--- src/rtl/xilinx_distram_sync_fifo.sv ---
`default_nettype none
// ============================================================================
// Module   : xilinx_distram_sync_fifo
// Purpose  : Single-clock FIFO built on a per-bit dual-port distributed LUT
//            RAM (write through port A, read through DPRA/DPO) followed by a
//            registered output. Provides pointer management, occupancy count
//            and registered full/empty/almost flags computed from the
//            next-cycle count.
// Options  : Define XILINX_DISTRAM_SYNC_FIFO_ERR_EN to add the registered
//            WRERR/RDERR rejected-request pulses.
// Revision : 1.0 - initial release
// ============================================================================
module xilinx_distram_sync_fifo #(
    parameter int ADDR_WIDTH          = 6,
    parameter int DATA_WIDTH          = 8,
    parameter int ALMOST_FULL_OFFSET  = 2,
    parameter int ALMOST_EMPTY_OFFSET = 2
) (
    input  logic                  CLK,
    input  logic                  RST,
    input  logic [DATA_WIDTH-1:0] DI,
    input  logic                  WREN,
    input  logic                  RDEN,
    output logic [DATA_WIDTH-1:0] DO,
    output logic                  FULL,
    output logic                  EMPTY,
    output logic                  ALMOSTFULL,
    output logic                  ALMOSTEMPTY,
    output logic [ADDR_WIDTH:0]   COUNT
`ifdef XILINX_DISTRAM_SYNC_FIFO_ERR_EN
    ,
    output logic                  WRERR,
    output logic                  RDERR
`endif
);

    // ------------------------------------------------------------------------
    // Derived constants
    // ------------------------------------------------------------------------
    localparam int c_depth      = 1 << ADDR_WIDTH;
    // Depths 16 and 32 both land in a 32-entry primitive; the unused upper
    // address bit is tied low by zero-extending the pointer.
    localparam int c_prim_aw    = (ADDR_WIDTH <= 5) ? 5 : ADDR_WIDTH;
    localparam int c_prim_depth = 1 << c_prim_aw;

    localparam logic [ADDR_WIDTH:0]   c_cnt_one   = {{ADDR_WIDTH{1'b0}}, 1'b1};
    localparam logic [ADDR_WIDTH-1:0] c_ptr_one   = {{(ADDR_WIDTH-1){1'b0}}, 1'b1};
    localparam logic [ADDR_WIDTH:0]   c_full_cnt  = {1'b1, {ADDR_WIDTH{1'b0}}};
    localparam logic [ADDR_WIDTH:0]   c_af_thresh = c_full_cnt - (ADDR_WIDTH+1)'(ALMOST_FULL_OFFSET);
    localparam logic [ADDR_WIDTH:0]   c_ae_thresh = (ADDR_WIDTH+1)'(ALMOST_EMPTY_OFFSET);

    // ------------------------------------------------------------------------
    // Elaboration-time parameter legality
    // ------------------------------------------------------------------------
    generate
        if (ADDR_WIDTH < 4 || ADDR_WIDTH > 7) begin : g_bad_addr_width
            $error("xilinx_distram_sync_fifo: ADDR_WIDTH must be 4..7");
        end
        if (DATA_WIDTH < 1) begin : g_bad_data_width
            $error("xilinx_distram_sync_fifo: DATA_WIDTH must be >= 1");
        end
        if (ALMOST_FULL_OFFSET < 1 || ALMOST_FULL_OFFSET > c_depth - 1) begin : g_bad_af_offset
            $error("xilinx_distram_sync_fifo: ALMOST_FULL_OFFSET must be 1..DEPTH-1");
        end
        if (ALMOST_EMPTY_OFFSET < 1 || ALMOST_EMPTY_OFFSET > c_depth - 1) begin : g_bad_ae_offset
            $error("xilinx_distram_sync_fifo: ALMOST_EMPTY_OFFSET must be 1..DEPTH-1");
        end
    endgenerate

    // ------------------------------------------------------------------------
    // State and nets
    // ------------------------------------------------------------------------
    logic [ADDR_WIDTH-1:0] r_wptr;
    logic [ADDR_WIDTH-1:0] r_rptr;
    logic [ADDR_WIDTH:0]   r_count;
    logic [DATA_WIDTH-1:0] r_do;
    logic                  r_full;
    logic                  r_empty;
    logic                  r_almost_full;
    logic                  r_almost_empty;

    logic                  w_wr_ok;
    logic                  w_rd_ok;
    logic                  w_we;
    logic [ADDR_WIDTH:0]   w_count_nxt;
    logic [c_prim_aw-1:0]  w_ram_a;
    logic [c_prim_aw-1:0]  w_ram_dpra;
    logic [DATA_WIDTH-1:0] w_dpo;

    // Requests are only honoured against the registered flags, so a write at
    // FULL is rejected even when a read frees a slot in the same cycle.
    assign w_wr_ok    = WREN & ~r_full;
    assign w_rd_ok    = RDEN & ~r_empty;
    // Reset wins: no RAM write may slip through while RST is high.
    assign w_we       = w_wr_ok & ~RST;
    assign w_ram_a    = c_prim_aw'(r_wptr);
    assign w_ram_dpra = c_prim_aw'(r_rptr);

    // ------------------------------------------------------------------------
    // Storage: one single-bit dual-port LUT RAM per data bit
    // ------------------------------------------------------------------------
    generate
        for (genvar b = 0; b < DATA_WIDTH; b++) begin : g_bit
            logic r_mem [c_prim_depth];

            // Port A: synchronous write of one data bit at the write pointer.
            always_ff @(posedge CLK) begin
                if (w_we) begin
                    r_mem[w_ram_a] <= DI[b];
                end
            end

            // DPRA/DPO: asynchronous read at the read pointer.
            assign w_dpo[b] = r_mem[w_ram_dpra];
        end
    endgenerate

    // ------------------------------------------------------------------------
    // Control path
    // ------------------------------------------------------------------------
    // Next occupancy: simultaneous accepted read and write cancel out.
    always_comb begin
        w_count_nxt = r_count;
        if (w_wr_ok && !w_rd_ok) begin
            w_count_nxt = r_count + c_cnt_one;
        end else if (w_rd_ok && !w_wr_ok) begin
            w_count_nxt = r_count - c_cnt_one;
        end
    end

    // Pointers, count, output register and flags (flags derived from the
    // next count so they line up with COUNT in the same cycle).
    always_ff @(posedge CLK) begin
        if (RST) begin
            r_wptr         <= '0;
            r_rptr         <= '0;
            r_count        <= '0;
            r_do           <= '0;
            r_full         <= 1'b0;
            r_empty        <= 1'b1;
            r_almost_full  <= 1'b0;
            r_almost_empty <= 1'b1;
        end else begin
            if (w_wr_ok) begin
                r_wptr <= r_wptr + c_ptr_one;
            end
            if (w_rd_ok) begin
                r_rptr <= r_rptr + c_ptr_one;
                r_do   <= w_dpo;
            end
            r_count        <= w_count_nxt;
            r_full         <= (w_count_nxt == c_full_cnt);
            r_empty        <= (w_count_nxt == '0);
            r_almost_full  <= (w_count_nxt >= c_af_thresh);
            r_almost_empty <= (w_count_nxt <= c_ae_thresh);
        end
    end

    assign DO          = r_do;
    assign FULL        = r_full;
    assign EMPTY       = r_empty;
    assign ALMOSTFULL  = r_almost_full;
    assign ALMOSTEMPTY = r_almost_empty;
    assign COUNT       = r_count;

`ifdef XILINX_DISTRAM_SYNC_FIFO_ERR_EN
    // ------------------------------------------------------------------------
    // Rejected-request pulses
    // ------------------------------------------------------------------------
    logic r_wrerr;
    logic r_rderr;

    // One-cycle, non-sticky pulses following a request that hit FULL/EMPTY.
    always_ff @(posedge CLK) begin
        if (RST) begin
            r_wrerr <= 1'b0;
            r_rderr <= 1'b0;
        end else begin
            r_wrerr <= WREN & r_full;
            r_rderr <= RDEN & r_empty;
        end
    end

    assign WRERR = r_wrerr;
    assign RDERR = r_rderr;
`endif

endmodule
`default_nettype wire

--- config.mk ---
export PLATFORM = sky130hd
export DESIGN_NAME = xilinx_distram_sync_fifo
export DESIGN_NICKNAME = d
export VERILOG_FILES = /design/src/rtl/xilinx_distram_sync_fifo.sv
export SDC_FILE = /design/constraint.sdc
export NUM_CORES = 1
export LEC_CHECK = 0
export ABC_AREA = 1
export ABC_CLOCK_PERIOD_IN_PS = 4650
export CORE_AREA = 2 2 342 175
export DETAILED_ROUTE_END_ITERATION = 7
export DIE_AREA = 0 0 344 177
export PLACE_DENSITY = 0.67
export SYNTH_ARGS = -nofsm -noshare
export SYNTH_HDL_FRONTEND = slang
export SYNTH_SLANG_ARGS = --single-unit
--- constraint.sdc ---
create_clock -name CLK -period 4.65 [get_ports CLK]
set_input_delay 0.93 -clock CLK [delete_from_list [all_inputs] [get_ports CLK]]
set_output_delay 0.93 -clock CLK [all_outputs]
set_load 0.02 [all_outputs]
==> Yosys cells after proc, flatten, opt, wreduce, memory -nomap -nowiden <==
Memory sizes are Yosys's and may differ from the RTL's. A register that Yosys moved wholly into a read port is not among the register bits.
Index checks and enable logic that the tools add are counted.
{ "word_totals": {"memories": 8, "register_bits": 23, "output_inout_bits": 19, "inputBits": 12, "mem_bits_rw": 512} }
{ "memory_table": {"columns": ["name", "words", "word_bits", "read_ports", "rd_ports_with_merged_regs", "write_ports", "line_no", "rtl"], "rows": [
  ["g_bit[0].r_mem", 64, 1, 1, 1, 1, "104", "logic r_mem [c_prim_depth];"],
  ["g_bit[1].r_mem", 64, 1, 1, 1, 1, "104", null],
  ["g_bit[2].r_mem", 64, 1, 1, 1, 1, "104", null],
  ["g_bit[3].r_mem", 64, 1, 1, 1, 1, "104", null],
  ["g_bit[4].r_mem", 64, 1, 1, 1, 1, "104", null],
  ["g_bit[5].r_mem", 64, 1, 1, 1, 1, "104", null],
  ["2 more memories", null, null, null, null, null, null, null]
]} }
{ "classes": {"mux": 4, "n_addsub": 4, "n_bitwise": 6, "n_reduce_logical": 5, "magnitude_cmp": 2, "eq_ne": 1} }
{ "op_table": {"columns": ["cell", "count"], "rows": [
  ["two-way mux 7 bit", 2],
  ["adder 6 x 1 -> 6 bit (second input constant)", 2],
  ["adder 7 x 1 -> 7 bit (second input constant)", 1],
  ["== test 7 bit (second input constant)", 1],
  ["greater-or-equal comparator 7 x 6 -> 1 bit (second input constant)", 1],
  ["less-or-equal comparator 7 x 2 -> 1 bit (second input constant)", 1],
  ["zero test 7 bit", 1],
  ["subtractor 7 x 1 -> 7 bit (second input constant)", 1],
  ["bitwise AND 1 bit", 3],
  ["NOT 1 bit", 3],
  ["logical AND 1 bit", 2],
  ["zero test 1 bit", 2],
  ["two-way mux 1 bit", 2]
]} }

==> Longest topological paths before layout <==
Gate-level depths: netlist of the first run.
{ "depth": {"depth_word": 7, "mapped_depth": 13} }

==> Least setup slack after synthesis of the first run <==
Ideal clock, no wire load.
{ "synth_path": {"path_kind": "input-to-reg", "from": "input port WREN", "to": "memory g_bit[0].r_mem[63], enable pin", "arrival_ns": 2.015, "setup_time_ns": 0.383, "path_stages": 6, "path_slack_ns": 2.252, "cell_sequence": "inv_2 nor2_4 nand2_1 nor2_1 inv_1 nor3_1"} }
{ "synth_between": {"elab_chain_len": 4} }
{ "synth_lines": {"columns": ["element", "line_no", "rtl"], "rows": [
  ["start: declaration", "22", "input logic WREN,"],
  ["bitwise AND 1 bit", "92", "assign w_wr_ok = WREN & ~r_full;"],
  ["bitwise AND 1 bit", "95", "assign w_we = w_wr_ok & ~RST;"],
  ["two-way mux 1 bit", "108", "if (w_we) begin"],
  ["two-way mux 1 bit (implied by the code)", "109", "r_mem[w_ram_a] <= DI[b];"],
  ["end: declaration", "104", null]
]} }
Every way passes these cells.

==> parameters.txt, run 1 <==
Parameter                              Value

Setup path
  Setup crit start kind ... register
  Worst-path cell chain ... buf_12 -> buf_4 -> nor2_1 -> nor2_1 -> o21ai_0 -> nand3_1 -> nand3_1 -> nand2_1 -> nand3_1 -> nand3_1 -> nand2_1 -> inv_1
  Endpoint kind of the worst setup timing path ... register
  Crit path top cell by count ... sky130_fd_sc_hd__nand3_1
  Maximum single-stage delay on the critical path ... 0.80 ns
  Kind of cell adding the most delay to the critical path ... buffers and inverters
  Maximum fanout along the worst path ... between 150 and 200
  Class of the most critical setup path ... register to register
  Crit path buf inv count ... 3
  Critical Path AT ... between 3 and 4 ns
  Max stage delay cell, worst path ... sky130_fd_sc_hd__buf_4
  Required time at the worst-slack endpoint ... 5.17 ns

Die
  Die ar. ... 0.06089 sq mm
  Area inside the core boundary ... 0.05817 sq mm
  Die outline height ... between 150 and 200 um
  Initial standard-cell utilization of the core ... roughly two fifths
  Count of boundary I/O pins ... 31
  Site row count ... 63
  Horizontal die dimension ... about 340 um

Clock network
  Deepest level of the CTS H-tree ... 2
  Clock root cell ... sky130_fd_sc_hd__clkbuf_16
  Hold bufs inserted after CTS ... 0
  Total setup buffers inserted after CTS ... 0
  Clock latency reported for the late side of the worst-skew pair ... 0.59 ns
  Post-cts resize count ... 0
  CTS buffer count ... 44
  CTS Sinks ... between 500 and 600
  TritonCTS clock tree ... yes
  Worst-case clock buffer depth ... 3
  Register clock-pin slew on the reported worst setup and hold paths ... about 0.07 ns

Pwr
  Worst supply voltage drop on vdd ... 0.2715 mV
  Power density cells ... 405.2 mW/mm^2
  Cell leakage power ... 9.492 nW

Finish
  Area overhead of the layout relative to synthesis ... 10.62%
  Share of layout cells above drive strength 1 ... 5.728%
  Layout Nets ... 2201
  Finished Core Util ... between 40 and 50%

Logic synthesis
  Area of the mapped netlist ... 0.02288 sq mm
  Cell types with the largest area share after synthesis ... sky130_fd_sc_hd__edfxtp_1 67%, sky130_fd_sc_hd__nand2_1 11%, sky130_fd_sc_hd__nand3_1 6.4%
  Average footprint of a synthesized cell ... approximately 11 sq um
  Total of warnings raised by yosys ... 0
  Fraction of post-synthesis cell area in the top cell type by area ... 67.20%
  Net count after synthesis ... ~2.2k
  Count of distinct cell types in the synthesized netlist ... 33
  Syn Inst Count ... about 2.2k
  Number of register bits inferred by synthesis ... 543
  Register area share after synthesis ... 69.91%
  Cell type with the largest total area after synthesis ... sky130_fd_sc_hd__edfxtp_1

Detailed routing
  First-pass detailed-route iteration total ... 6
  Number of violations reported at the end of detailed-routing iteration 0 ... about 2.7k
  Post-route DRC ... 0
  Vias ... 16.04k
  Routed wire length per instance ... 20.94 um
  Final WL ... 62800 um
  Ratio of routed vias to standard cells ... 5.350
  Post-detailed-route count of antenna-violating nets ... 0

Timing
  Achievable clock frequency ... 0.3303 GHz
  Actual slew at the worst max-slew pin ... 1.294 ns
  Total setup violations reported at the end of the flow ... 0
  Slew Limit Fails ... 0
  Setup repair after global routing missed its margin ... false
  Smallest setup slack after layout ... 1.622 ns
  Max-slew headroom ... 13.63%
  Largest clock skew in the final design ... 0.02799 ns
  Hold violation total from the final report ... 0
  Minimum period implied by the final worst setup slack ... between 3 and 4 ns
  Share of the cycle needed by the critical path after routing ... between 60% and 70%
  Total negative setup slack ... 0 ns

Global route
  Number of antenna violations at the first check in global routing ... 2
  Number of global-route vias before repair ... about 15k
  Global Route Usage Sum ... 20.74%
  Global route overflow ... 0
  Pin count of the biggest net entering global routing ... 190
  Wire length of the first global-routing pass ... 93360 um

Place
  HPWL Detailed ... between 30000 and 40000 um
  Post-Place Worst Slack ... about 1.1 ns
  Placer Congestion ... 0.8956
  Number of port buffers ... 30

Outcome
  Run status ... completed

Flow run
  Reported max-cap violation count ... 0

Hold path
  Min-Delay Path Class ... register to register
## where the power goes
part | switching (mW) | total (mW) | internal (mW)
clock | 1.74 | 3.75 | 2.01
combinational | 0.807 | 1.10 | 0.288
sequential | 0.0412 | 5.41 | 5.37
## worst reg2reg max path, delay by kind of cell (launching register included)
kind | cells | cell delay [ns]
buf+inv | 3 | 1.40
simple gates | 8 | 1.06
flops | 1 | 0.38
compound gates | 1 | 0.13
## area by class of cell
class | count | area (sq um)
clock buffers | 58 | 1175
repair buffers | 70 | 585.6
well taps | 780 | 975.9
inverters | 168 | 638.1
flip-flops and latches | 543 | 16000
fillers | 5395 | 32860
multi-input cells | 1358 | 5722
diodes | 2 | 5.005
clock inverters | 20 | 205.2
## path summary, 6_finish.rpt
kind,from,end,slack (ns),cells after the start
hold reg to reg,r_rptr[3],r_rptr[3],0.53,1
hold / removal,r_rptr[3],r_rptr[3],0.53,1
setup / recovery,r_rptr[0],DO[3],1.62,12
setup reg to reg,r_rptr[0],DO[3],1.62,12
## per-stage QoR
stage / power (mW) / hold WS (ns) / instance area (sq um) / instances
detailed placement: 6.583 / 0.5033 / 23920 / 2919
CTS: 10.28 / 0.5211 / 25300 / 2997
global route: 10.60 / 0.5693 / 25300 / 2997
floorplan: 6.196 / 0.4666 / 22880 / 2177
finish: 10.25 / 0.5292 / 25310 / 2999
global placement: 6.570 / 0.4979 / 23920 / 2919
## routing by layer
| metal | part of all wire (%) | vias up | global-route usage, % |
|---|---|---|---|
| met4 | 1.4 | 4 | 3.370 |
| met2 | 38 | 1043 | 26.52 |
| li1 | - | 7272 | - |
| met3 | 16 | 92 | 8.226 |
| met5 | 0.033 | - | 0 |
| met1 | 45 | 7633 | 32.72 |
## synth_stat cells
| master | n |
|---|---|
| sky130_fd_sc_hd__ha_1 | 4 |
| sky130_fd_sc_hd__dfxtp_1 | 31 |
| sky130_fd_sc_hd__nand2_1 | 676 |
| sky130_fd_sc_hd__clkbuf_1 | 27 |
| sky130_fd_sc_hd__nand4_1 | 2 |
| sky130_fd_sc_hd__o21ai_2 | 1 |
| sky130_fd_sc_hd__o21ai_0 | 55 |
| sky130_fd_sc_hd__xor2_1 | 1 |
| sky130_fd_sc_hd__nand2_2 | 1 |
| sky130_fd_sc_hd__a211oi_1 | 1 |
| sky130_fd_sc_hd__nor2_4 | 2 |
| sky130_fd_sc_hd__xor2_2 | 1 |
| sky130_fd_sc_hd__nor3_1 | 7 |
| sky130_fd_sc_hd__edfxtp_1 | 512 |
| sky130_fd_sc_hd__inv_1 | 160 |
| sky130_fd_sc_hd__a21oi_1 | 39 |
| sky130_fd_sc_hd__inv_2 | 6 |
| sky130_fd_sc_hd__nor2_1 | 263 |
| sky130_fd_sc_hd__o211ai_1 | 1 |
| sky130_fd_sc_hd__o21ai_1 | 2 |
| sky130_fd_sc_hd__nor2_2 | 2 |
| sky130_fd_sc_hd__clkinv_1 | 2 |
| sky130_fd_sc_hd__nand3b_1 | 1 |
| sky130_fd_sc_hd__nor4_2 | 1 |
| sky130_fd_sc_hd__o22ai_1 | 2 |
| sky130_fd_sc_hd__buf_4 | 10 |
| sky130_fd_sc_hd__buf_6 | 2 |
| sky130_fd_sc_hd__nor4_1 | 1 |
| sky130_fd_sc_hd__buf_1 | 10 |
| sky130_fd_sc_hd__a31oi_1 | 1 |
| sky130_fd_sc_hd__nand2_4 | 2 |
| sky130_fd_sc_hd__nand3_1 | 292 |
| sky130_fd_sc_hd__buf_2 | 59 |
## sequential cells by signal (all words and copies together), names as in the netlist
register / flops
ALMOSTEMPTY: 1
ALMOSTFULL: 1
COUNT: 7
DO: 8
EMPTY: 1
FULL: 1
g_bit.r_mem: 512
r_rptr: 6
r_wptr: 6
## logic make-up after synthesis
kind of cell | share of synthesized area [%]
AND/OR/NAND/NOR | 22.39
flip-flops | 69.91
XOR/XNOR | 0.1094
buffers and inverters | 5.080
adder cells (fa/ha/maj) | 0.2188
AO/OA/AOI/OAI | 2.286
## cell usage in the layout, fill, tap and decap left out, drive strengths merged
| cell | Yosys | final |
|---|---|---|
| nand2 | 679 | 679 |
| edfxtp | 512 | 512 |
| nand3 | 292 | 292 |
| nor2 | 267 | 267 |
| inv | 166 | 166 |
| o21ai | 58 | 58 |
| clkbuf | 27 | 58 |
| buf | 81 | 48 |
| a21oi | 39 | 39 |
| dfxtp | 31 | 31 |
| clkdlybuf4s50 | 0 | 22 |
| clkinv | 2 | 14 |
| nor3 | 7 | 7 |
| ha | 4 | 4 |
| bufinv | 0 | 4 |
| clkinvlp | 0 | 4 |
| diode | 0 | 2 |
| nand4 | 2 | 2 |
| o22ai | 2 | 2 |
| xor2 | 2 | 2 |
| nor4 | 2 | 2 |
| o211ai | 1 | 1 |
| a211oi | 1 | 1 |
| a31oi | 1 | 1 |
| nand3b | 1 | 1 |
(Power assumes the default switching activity.)
==> run 2: changes to the inputs <==
--- a/config.mk
+++ b/config.mk
@@ -6,11 +6,11 @@
 export NUM_CORES = 1
 export LEC_CHECK = 0
 export ABC_AREA = 1
-export ABC_CLOCK_PERIOD_IN_PS = 4650
+export ABC_CLOCK_PERIOD_IN_PS = 2670
 export CORE_AREA = 2 2 342 175
 export DETAILED_ROUTE_END_ITERATION = 7
 export DIE_AREA = 0 0 344 177
-export PLACE_DENSITY = 0.67
+export PLACE_DENSITY = 0.69
 export SYNTH_ARGS = -nofsm -noshare
 export SYNTH_HDL_FRONTEND = slang
 export SYNTH_SLANG_ARGS = --single-unit
==> constraint.sdc (replaced) <==
create_clock -name CLK -period 2.67 [get_ports CLK]
set_input_delay 0.534 -clock CLK [delete_from_list [all_inputs] [get_ports CLK]]
set_output_delay 0.534 -clock CLK [all_outputs]
set_load 0.02 [all_outputs]
==> parameters.txt, run 2 (synthesis results as in run 1) <==
Parameter                              Value

Detailed routing
  Post-route DRC ... 0 (unchanged)
  Final WL ... 64280 um (was 62800 um)
  Ratio of routed vias to standard cells ... 5.328 (was 5.350)
  First-pass detailed-route iteration total ... 6 (unchanged)
  Number of violations reported at the end of detailed-routing iteration 0 ... 2777 (was 2680)
  Vias ... 16.48k (was 16.04k)
  Post-detailed-route count of antenna-violating nets ... 0 (unchanged)
  Routed wire length per instance ... 20.78 um (was 20.94 um)

Die
  Die outline height ... 177 um (unchanged)
  Site row count ... 63 (unchanged)
  Die ar. ... 0.06089 sq mm (unchanged)
  Initial standard-cell utilization of the core ... 39.33% (unchanged)
  Count of boundary I/O pins ... 31 (unchanged)
  Area inside the core boundary ... 0.05817 sq mm (unchanged)
  Horizontal die dimension ... 344 um (unchanged)

Pwr
  Sequential power share ... 51.0% (was 52.8%)
  Total net switching power ... 4.682 mW (was 2.587 mW)
  Share of total power consumed by net switching ... 25.36% (was 25.23%)
  Combinational share of power ... 11.3% (was 10.7%)
  Internal power contribution ... 13.78 mW (was 7.668 mW)
  Power after layout ... 18.46 mW (was 10.25 mW)
  Power density cells ... 699.6 mW/mm^2 (was 405.2 mW/mm^2)
  Clock Power Share ... 37.6% (was 36.5%)
  Cell leakage power ... 10.13 nW (was 9.492 nW)
  Worst supply voltage drop on vdd ... 0.5213 mV (was 0.2715 mV)

Clock network
  CTS buffer count ... 44 (unchanged)
  Hold bufs inserted after CTS ... 0 (unchanged)
  CTS Sinks ... 543 (unchanged)
  Worst-case clock buffer depth ... 3 (unchanged)
  Total setup buffers inserted after CTS ... 0 (unchanged)
  Clock latency reported for the late side of the worst-skew pair ... 0.59 ns (about the same)
  Post-cts resize count ... 0 (unchanged)
  TritonCTS clock tree ... yes (unchanged)
  Deepest level of the CTS H-tree ... 2 (unchanged)
  Clock root cell ... sky130_fd_sc_hd__clkbuf_16 (unchanged)
  Register clock-pin slew on the reported worst setup and hold paths ... 0.07 ns (about the same)

Place
  Placer Congestion ... 0.9580 (was 0.8956)
  Number of port buffers ... 30 (unchanged)
  HPWL Detailed ... 41820 um (was 39490 um)

Finish
  Fillers ... 5274 (was 5395)
  Multi-input gate area in the final layout ... 0.005722 sq mm (unchanged)
  Flip-flop count of the largest register after layout ... 512 (unchanged)
  Top library cells by usage in the layout, fill and taps aside ... 676 x sky130_fd_sc_hd__nand2_1, 512 x sky130_fd_sc_hd__edfxtp_1, 292 x sky130_fd_sc_hd__nand3_1, 263 x sky130_fd_sc_hd__nor2_1, 160 x sky130_fd_sc_hd__inv_1 (unchanged)
  Layout Nets ... 2293 (was 2201)
  Share of layout cells above drive strength 1 ... 9.944% (was 5.728%)
  Flip-flop and latch area ... 0.01600 sq mm (unchanged)
  Number of antenna diodes ... 0 (was 2)
  Area overhead of the layout relative to synthesis ... 15.33% (was 10.62%)
  Leading cell type in the layout, fill and taps excluded ... sky130_fd_sc_hd__nand2_1 (unchanged)
  Largest reg by FF count ... g_bit.r_mem (unchanged)

Timing
  Max-slew headroom ... 45.70% (was 13.63%)
  Slew Limit Fails ... 0 (unchanged)
  Actual slew at the worst max-slew pin ... 0.8145 ns (was 1.294 ns)
  Achievable clock frequency ... 0.4222 GHz (was 0.3303 GHz)
  Setup repair after global routing missed its margin ... false (unchanged)
  Hold violation total from the final report ... 0 (unchanged)
  Final Hold Slack ... 0.2942 ns (was 0.5292 ns)
  Total setup violations reported at the end of the flow ... 0 (unchanged)
  Share of the cycle needed by the critical path after routing ... 88.71% (was 65.12%)
  Total negative setup slack ... 0 ns (unchanged)
  Largest clock skew in the final design ... 0.02463 ns (was 0.02799 ns)
  Minimum period implied by the final worst setup slack ... 2.369 ns (was 3.028 ns)

Setup path
  Endpoint kind of the worst setup timing path ... register (unchanged)
  Setup crit start kind ... register (unchanged)
  Required time at the worst-slack endpoint ... 3.21 ns (was 5.17 ns)
  Maximum fanout along the worst path ... 19 (was 189)
  Critical Path AT ... 2.90 ns (was 3.55 ns)
  Class of the most critical setup path ... register to register (unchanged)

Global route
  Number of antenna violations at the first check in global routing ... 1 (was 2)
  Global route overflow ... 0 (unchanged)
  Wire length of the first global-routing pass ... 94670 um (was 93360 um)
  Global Route Usage Sum ... 20.98% (was 20.74%)
  Pin count of the biggest net entering global routing ... 143 (was 190)
  Number of global-route vias before repair ... 15.28k (was 14.86k)

Flow run
  Reported max-cap violation count ... 0 (unchanged)

Hold path
  Min-Delay Path Class ... input pin to register (was register to register)

Outcome
  Run status ... completed (unchanged)
## run 2: cell types whose count changed in the layout (fill, tap and decap cells not counted), sizes merged
cell,delta
buf,+92
clkbuf,-7
clkinv,+5
bufinv,+3
diode,-2
inv,+2
clkinvlp,+1
## run 2: path summary, 6_finish.rpt
kind,end,depth (start not counted),slack [ns],start
worst max register to register,DO[7],8,0.30,r_rptr[4]
worst max-delay path,DO[7],8,0.30,r_rptr[4]
worst min register to register,r_rptr[3],1,0.53,r_rptr[3]
worst min-delay path,g_bit[5].r_mem[32],1,0.29,DI[5]
## run 2: power groups by stage
stage / clock (mW) / combinational [mW] / sequential (mW)
final: 6.94 / 2.10 / 9.42
after global routing: 7.33 / 2.26 / 9.42
after CTS: 7.01 / 2.03 / 9.42
after detailed placement: 0 / 2.02 / 9.61
after global placement: 0 / 1.99 / 9.61
after floorplan: 0 / 1.16 / 9.63
## run 2: layer usage
layer	global-route usage, %	wire length (um)	up-vias
met1	31.96	28160	7823
met4	3.551	1013	4
met3	9.719	10450	109
met5	1.122	102	-
li1	-	-	7467
met2	26.92	24550	1077
## run 2: final cells by class
cell class / instances / area share, %
Multi-Input combinational cell: 1358 / 21.68
Tap cell: 780 / 3.698
Inverter: 168 / 2.418
Sequential cell: 543 / 60.64
Clock inverter: 31 / 1.332
Timing Repair Buffer: 162 / 5.832
Clock buffer: 51 / 4.391
## run 2: stage by stage
stage | cells | worst slack [ns] | utilization, % | area (sq um)
2_1_floorplan | 2177 | 0.6680 | - | 22880
6_report | 3093 | 0.3014 | 45.36 | 26390
3_5_place_dp | 3011 | 0.1617 | 42.76 | 24880
5_1_grt | 3093 | 0.2823 | 45.36 | 26390
3_3_place_gp | 3011 | 0.1455 | 42.76 | 24880
4_1_cts | 3093 | 0.4273 | 45.36 | 26390
## run 2: critical path, cell delays in order, from the launching register on
cell	delay [ns]
sky130_fd_sc_hd__dfxtp_1	0.71
sky130_fd_sc_hd__clkinv_1	0.71
sky130_fd_sc_hd__nand2_1	0.26
sky130_fd_sc_hd__nor2_1	0.10
sky130_fd_sc_hd__nand2_1	0.21
sky130_fd_sc_hd__nand3_1	0.10
sky130_fd_sc_hd__nand3_1	0.09
sky130_fd_sc_hd__nand2_1	0.07
sky130_fd_sc_hd__inv_1	0.05
==> run 3: changes to the inputs <==
--- a/config.mk
+++ b/config.mk
@@ -7,10 +7,12 @@
 export LEC_CHECK = 0
 export ABC_AREA = 1
 export ABC_CLOCK_PERIOD_IN_PS = 2670
-export CORE_AREA = 2 2 342 175
+export CORE_AREA = 2 2 199 298
+export CTS_BUF_LIST = sky130_fd_sc_hd__clkbuf_4
 export DETAILED_ROUTE_END_ITERATION = 7
-export DIE_AREA = 0 0 344 177
-export PLACE_DENSITY = 0.69
+export DIE_AREA = 0 0 201 300
+export DONT_BUFFER_PORTS = 1
+export PLACE_DENSITY = 0.68
 export SYNTH_ARGS = -nofsm -noshare
 export SYNTH_HDL_FRONTEND = slang
 export SYNTH_SLANG_ARGS = --single-unit
==> parameters.txt, run 3 (synthesis results as in run 1) <==
Parameter                              Value

Setup path
  Required time at the worst-slack endpoint ... 3.12 ns (was 3.21 ns)
  Crit path buf inv count ... 1 (was 2)
  Maximum fanout along the worst path ... 8 (was 19)
  Endpoint of the worst register-to-register path ... g_bit[2].r_mem[28] (was DO[7])
  Class of the most critical setup path ... register to register (unchanged)
  Startpoint of the worst register-to-register path ... FULL (was r_rptr[4])
  Endpoint kind of the worst setup timing path ... register (unchanged)
  Startpoint of the worst setup timing path ... FULL (was r_rptr[4])
  Setup crit start kind ... register (unchanged)
  Worst setup slack for register-to-register paths ... 0.26 ns (was 0.30 ns)
  CP Depth ... 5 (was 8)
  Critical path destination ... g_bit[2].r_mem[28] (was DO[7])
  Kind of cell adding the most delay to the critical path ... simple AND/OR/NAND/NOR gates (unchanged)
  Worst-path cell chain ... inv_1 -> nand2_1 -> nor2_1 -> nand2_1 -> nor2_1 (was clkinv_1 -> nand2_1 -> nor2_1 -> nand2_1 -> nand3_1 -> nand3_1 -> nand2_1 -> inv_1)
  Maximum single-stage delay on the critical path ... 0.71 ns (about the same)
  Critical Path AT ... 2.87 ns (was 2.90 ns)
  Max stage delay cell, worst path ... sky130_fd_sc_hd__nor2_1 (was sky130_fd_sc_hd__dfxtp_1)
  Worst-case reg-to-reg path depth ... 5 (was 8)

Pwr
  Power density cells ... 681.4 mW/mm^2 (was 699.6 mW/mm^2)
  Worst supply voltage drop on vdd ... 0.4605 mV (was 0.5213 mV)
  Power after layout ... 17.64 mW (was 18.46 mW)
  Cell leakage power ... 10.01 nW (was 10.13 nW)

Detailed routing
  Number of violations reported at the end of detailed-routing iteration 0 ... 1271 (was 2777)
  First-pass detailed-route iteration total ... 7 (was 6)
  Vias ... 16.02k (was 16.48k)
  Ratio of routed vias to standard cells ... 5.086 (was 5.328)
  Post-detailed-route count of antenna-violating nets ... 0 (unchanged)
  Routed wire length per instance ... 18.61 um (was 20.78 um)
  Post-route DRC ... 0 (unchanged)
  Final WL ... 58620 um (was 64280 um)

Hold path
  Min-Delay Path Class ... input pin to register (unchanged)

Clock network
  Worst-case clock buffer depth ... 3 (unchanged)
  Clock root cell ... sky130_fd_sc_hd__clkbuf_4 (was sky130_fd_sc_hd__clkbuf_16)
  TritonCTS clock tree ... yes (unchanged)
  CTS Sinks ... 543 (unchanged)
  Deepest level of the CTS H-tree ... 3 (was 2)
  Register clock-pin slew on the reported worst setup and hold paths ... 0.07 ns (about the same)
  Post-cts resize count ... 0 (unchanged)
  Clock latency reported for the late side of the worst-skew pair ... 0.87 ns (was 0.59 ns)
  CTS buffer count ... 115 (was 44)

Die
  Horizontal die dimension ... 201 um (was 344 um)
  Die outline height ... 300 um (was 177 um)
  Area inside the core boundary ... 0.05770 sq mm (was 0.05817 sq mm)
  Die ar. ... 0.06030 sq mm (was 0.06089 sq mm)
  Count of boundary I/O pins ... 31 (unchanged)
  Initial standard-cell utilization of the core ... 39.65% (was 39.33%)
  Site row count ... 108 (was 63)

Finish
  Fin cells ... 3150 (was 3093)
  Layout Cell Area excl Fill ... 0.02589 sq mm (was 0.02639 sq mm)
  Largest reg by FF count ... g_bit.r_mem (unchanged)
  Area overhead of the layout relative to synthesis ... 13.16% (was 15.33%)
  Top library cells by usage in the layout, fill and taps aside ... 676 x sky130_fd_sc_hd__nand2_1, 512 x sky130_fd_sc_hd__edfxtp_1, 292 x sky130_fd_sc_hd__nand3_1, 263 x sky130_fd_sc_hd__nor2_1, 160 x sky130_fd_sc_hd__inv_1 (unchanged)
  Leading cell type in the layout, fill and taps excluded ... sky130_fd_sc_hd__nand2_1 (unchanged)
  Layout Nets ... 2303 (was 2293)
  Flip-flop count of the largest register after layout ... 512 (unchanged)
  Share of layout cells above drive strength 1 ... 12.06% (was 9.944%)
  Finished Core Util ... 44.87% (was 45.36%)

Timing
  Slew Limit Fails ... 0 (unchanged)
  Hold violation total from the final report ... 0 (unchanged)
  Largest clock skew in the final design ... 0.06364 ns (was 0.02463 ns)
  Share of the cycle needed by the critical path after routing ... 90.40% (was 88.71%)
  Total setup violations reported at the end of the flow ... 0 (unchanged)
  Total negative setup slack ... 0 ns (unchanged)
  Actual slew at the worst max-slew pin ... 0.7996 ns (was 0.8145 ns)
  Achievable clock frequency ... 0.4143 GHz (was 0.4222 GHz)
  Max-slew headroom ... 46.50% (was 45.70%)
  Setup repair after global routing missed its margin ... false (unchanged)
  Minimum period implied by the final worst setup slack ... 2.414 ns (was 2.369 ns)

Place
  HPWL Detailed ... 35690 um (was 41820 um)
  Number of port buffers ... 0 (was 30)
  DP Cell Count ... 2929 (was 3011)
  Placer Congestion ... 0.8769 (was 0.9580)
  Cell area after placement ... 0.02411 sq mm (was 0.02488 sq mm)

Global route
  Wire length of the first global-routing pass ... 89560 um (was 94670 um)
  Global route overflow ... 0 (unchanged)
  Number of global-route vias before repair ... 16.18k (was 15.28k)
  Number of antenna violations at the first check in global routing ... 1 (unchanged)
  Global Route Usage Sum ... 19.49% (was 20.98%)
  Pin count of the biggest net entering global routing ... 161 (was 143)

Flow run
  Reported max-cap violation count ... 0 (unchanged)

Outcome
  Run status ... completed (unchanged)
## run 3: cell types whose count changed in the layout (fill, tap and decap cells not counted), sizes merged, moves of 3 or more
cell / before / now
buf: 140 / 98
clkinv: 19 / 54
clkinvlp: 5 / 1
dlygate4sd3: 0 / 3
clkdlybuf4s50: 22 / 0
clkbuf: 51 / 149
## run 3: how the worst min path moves through the flow
stage | start | cells past startpoint | slack (ns) | end
finish | DI[0] | 1 | 0.1 | g_bit[0].r_mem[19]
CTS | DI[4] | 1 | 0.04 | g_bit[4].r_mem[31]
floorplan | r_rptr[3] | 1 | 0.47 | r_rptr[3]
global route | DI[1] | 1 | 0.06 | g_bit[1].r_mem[51]
detailed placement | r_rptr[3] | 1 | 0.50 | r_rptr[3]
global placement | r_rptr[3] | 1 | 0.49 | r_rptr[3]
## run 3: power breakdown
group	internal [mW]	switching, mW
clock	3.22	3.13
sequential	9.35	0.128
combinational	0.510	1.30
total	13.1	4.56
## run 3: cell type report
type	count	area [sq um]
Antenna cell	1	2.502
Clock buffer	149	1119
Clock inverter	60	404.1
Fill cell	5317	31810
Inverter	168	638.1
Multi-Input combinational cell	1358	5722
Sequential cell	543	16000
Tap cell	770	963.4
Timing Repair Buffer	101	1039
## run 3: metal layers
layer  vias up  track usage [%]  part of all wire (%)
met5         -                0                     0
met4         0            13.40                   6.7
met3       182            3.761                   6.2
met2       596            35.43                    52
met1      7676            20.28                    35
li1       7567                -                     -
## run 3: timing repair
item | CTS | global route
setup buffers | 0 | 0
endpoints found under the hold margin | 540 | 0
hold buffers | 11 | 0
## run 3: through the flow
| stage | setup slack [ns] | hold WS, ns |
|---|---|---|
| global route | 0.1299 | 0.05834 |
| finish | 0.2562 | 0.09740 |
| CTS | 0.2819 | 0.04439 |
| floorplan | 0.6680 | 0.4666 |
| global placement | 0.3417 | 0.4865 |
| detailed placement | 0.3291 | 0.5014 |
## run 3: worst register-to-register path, stage by stage, from the launching register on
cell and delay (ns):
sky130_fd_sc_hd__dfxtp_1 0.43, sky130_fd_sc_hd__inv_1 0.09, sky130_fd_sc_hd__nand2_1 0.10, sky130_fd_sc_hd__nor2_1 0.22, sky130_fd_sc_hd__nand2_1 0.44, sky130_fd_sc_hd__nor2_1 0.72
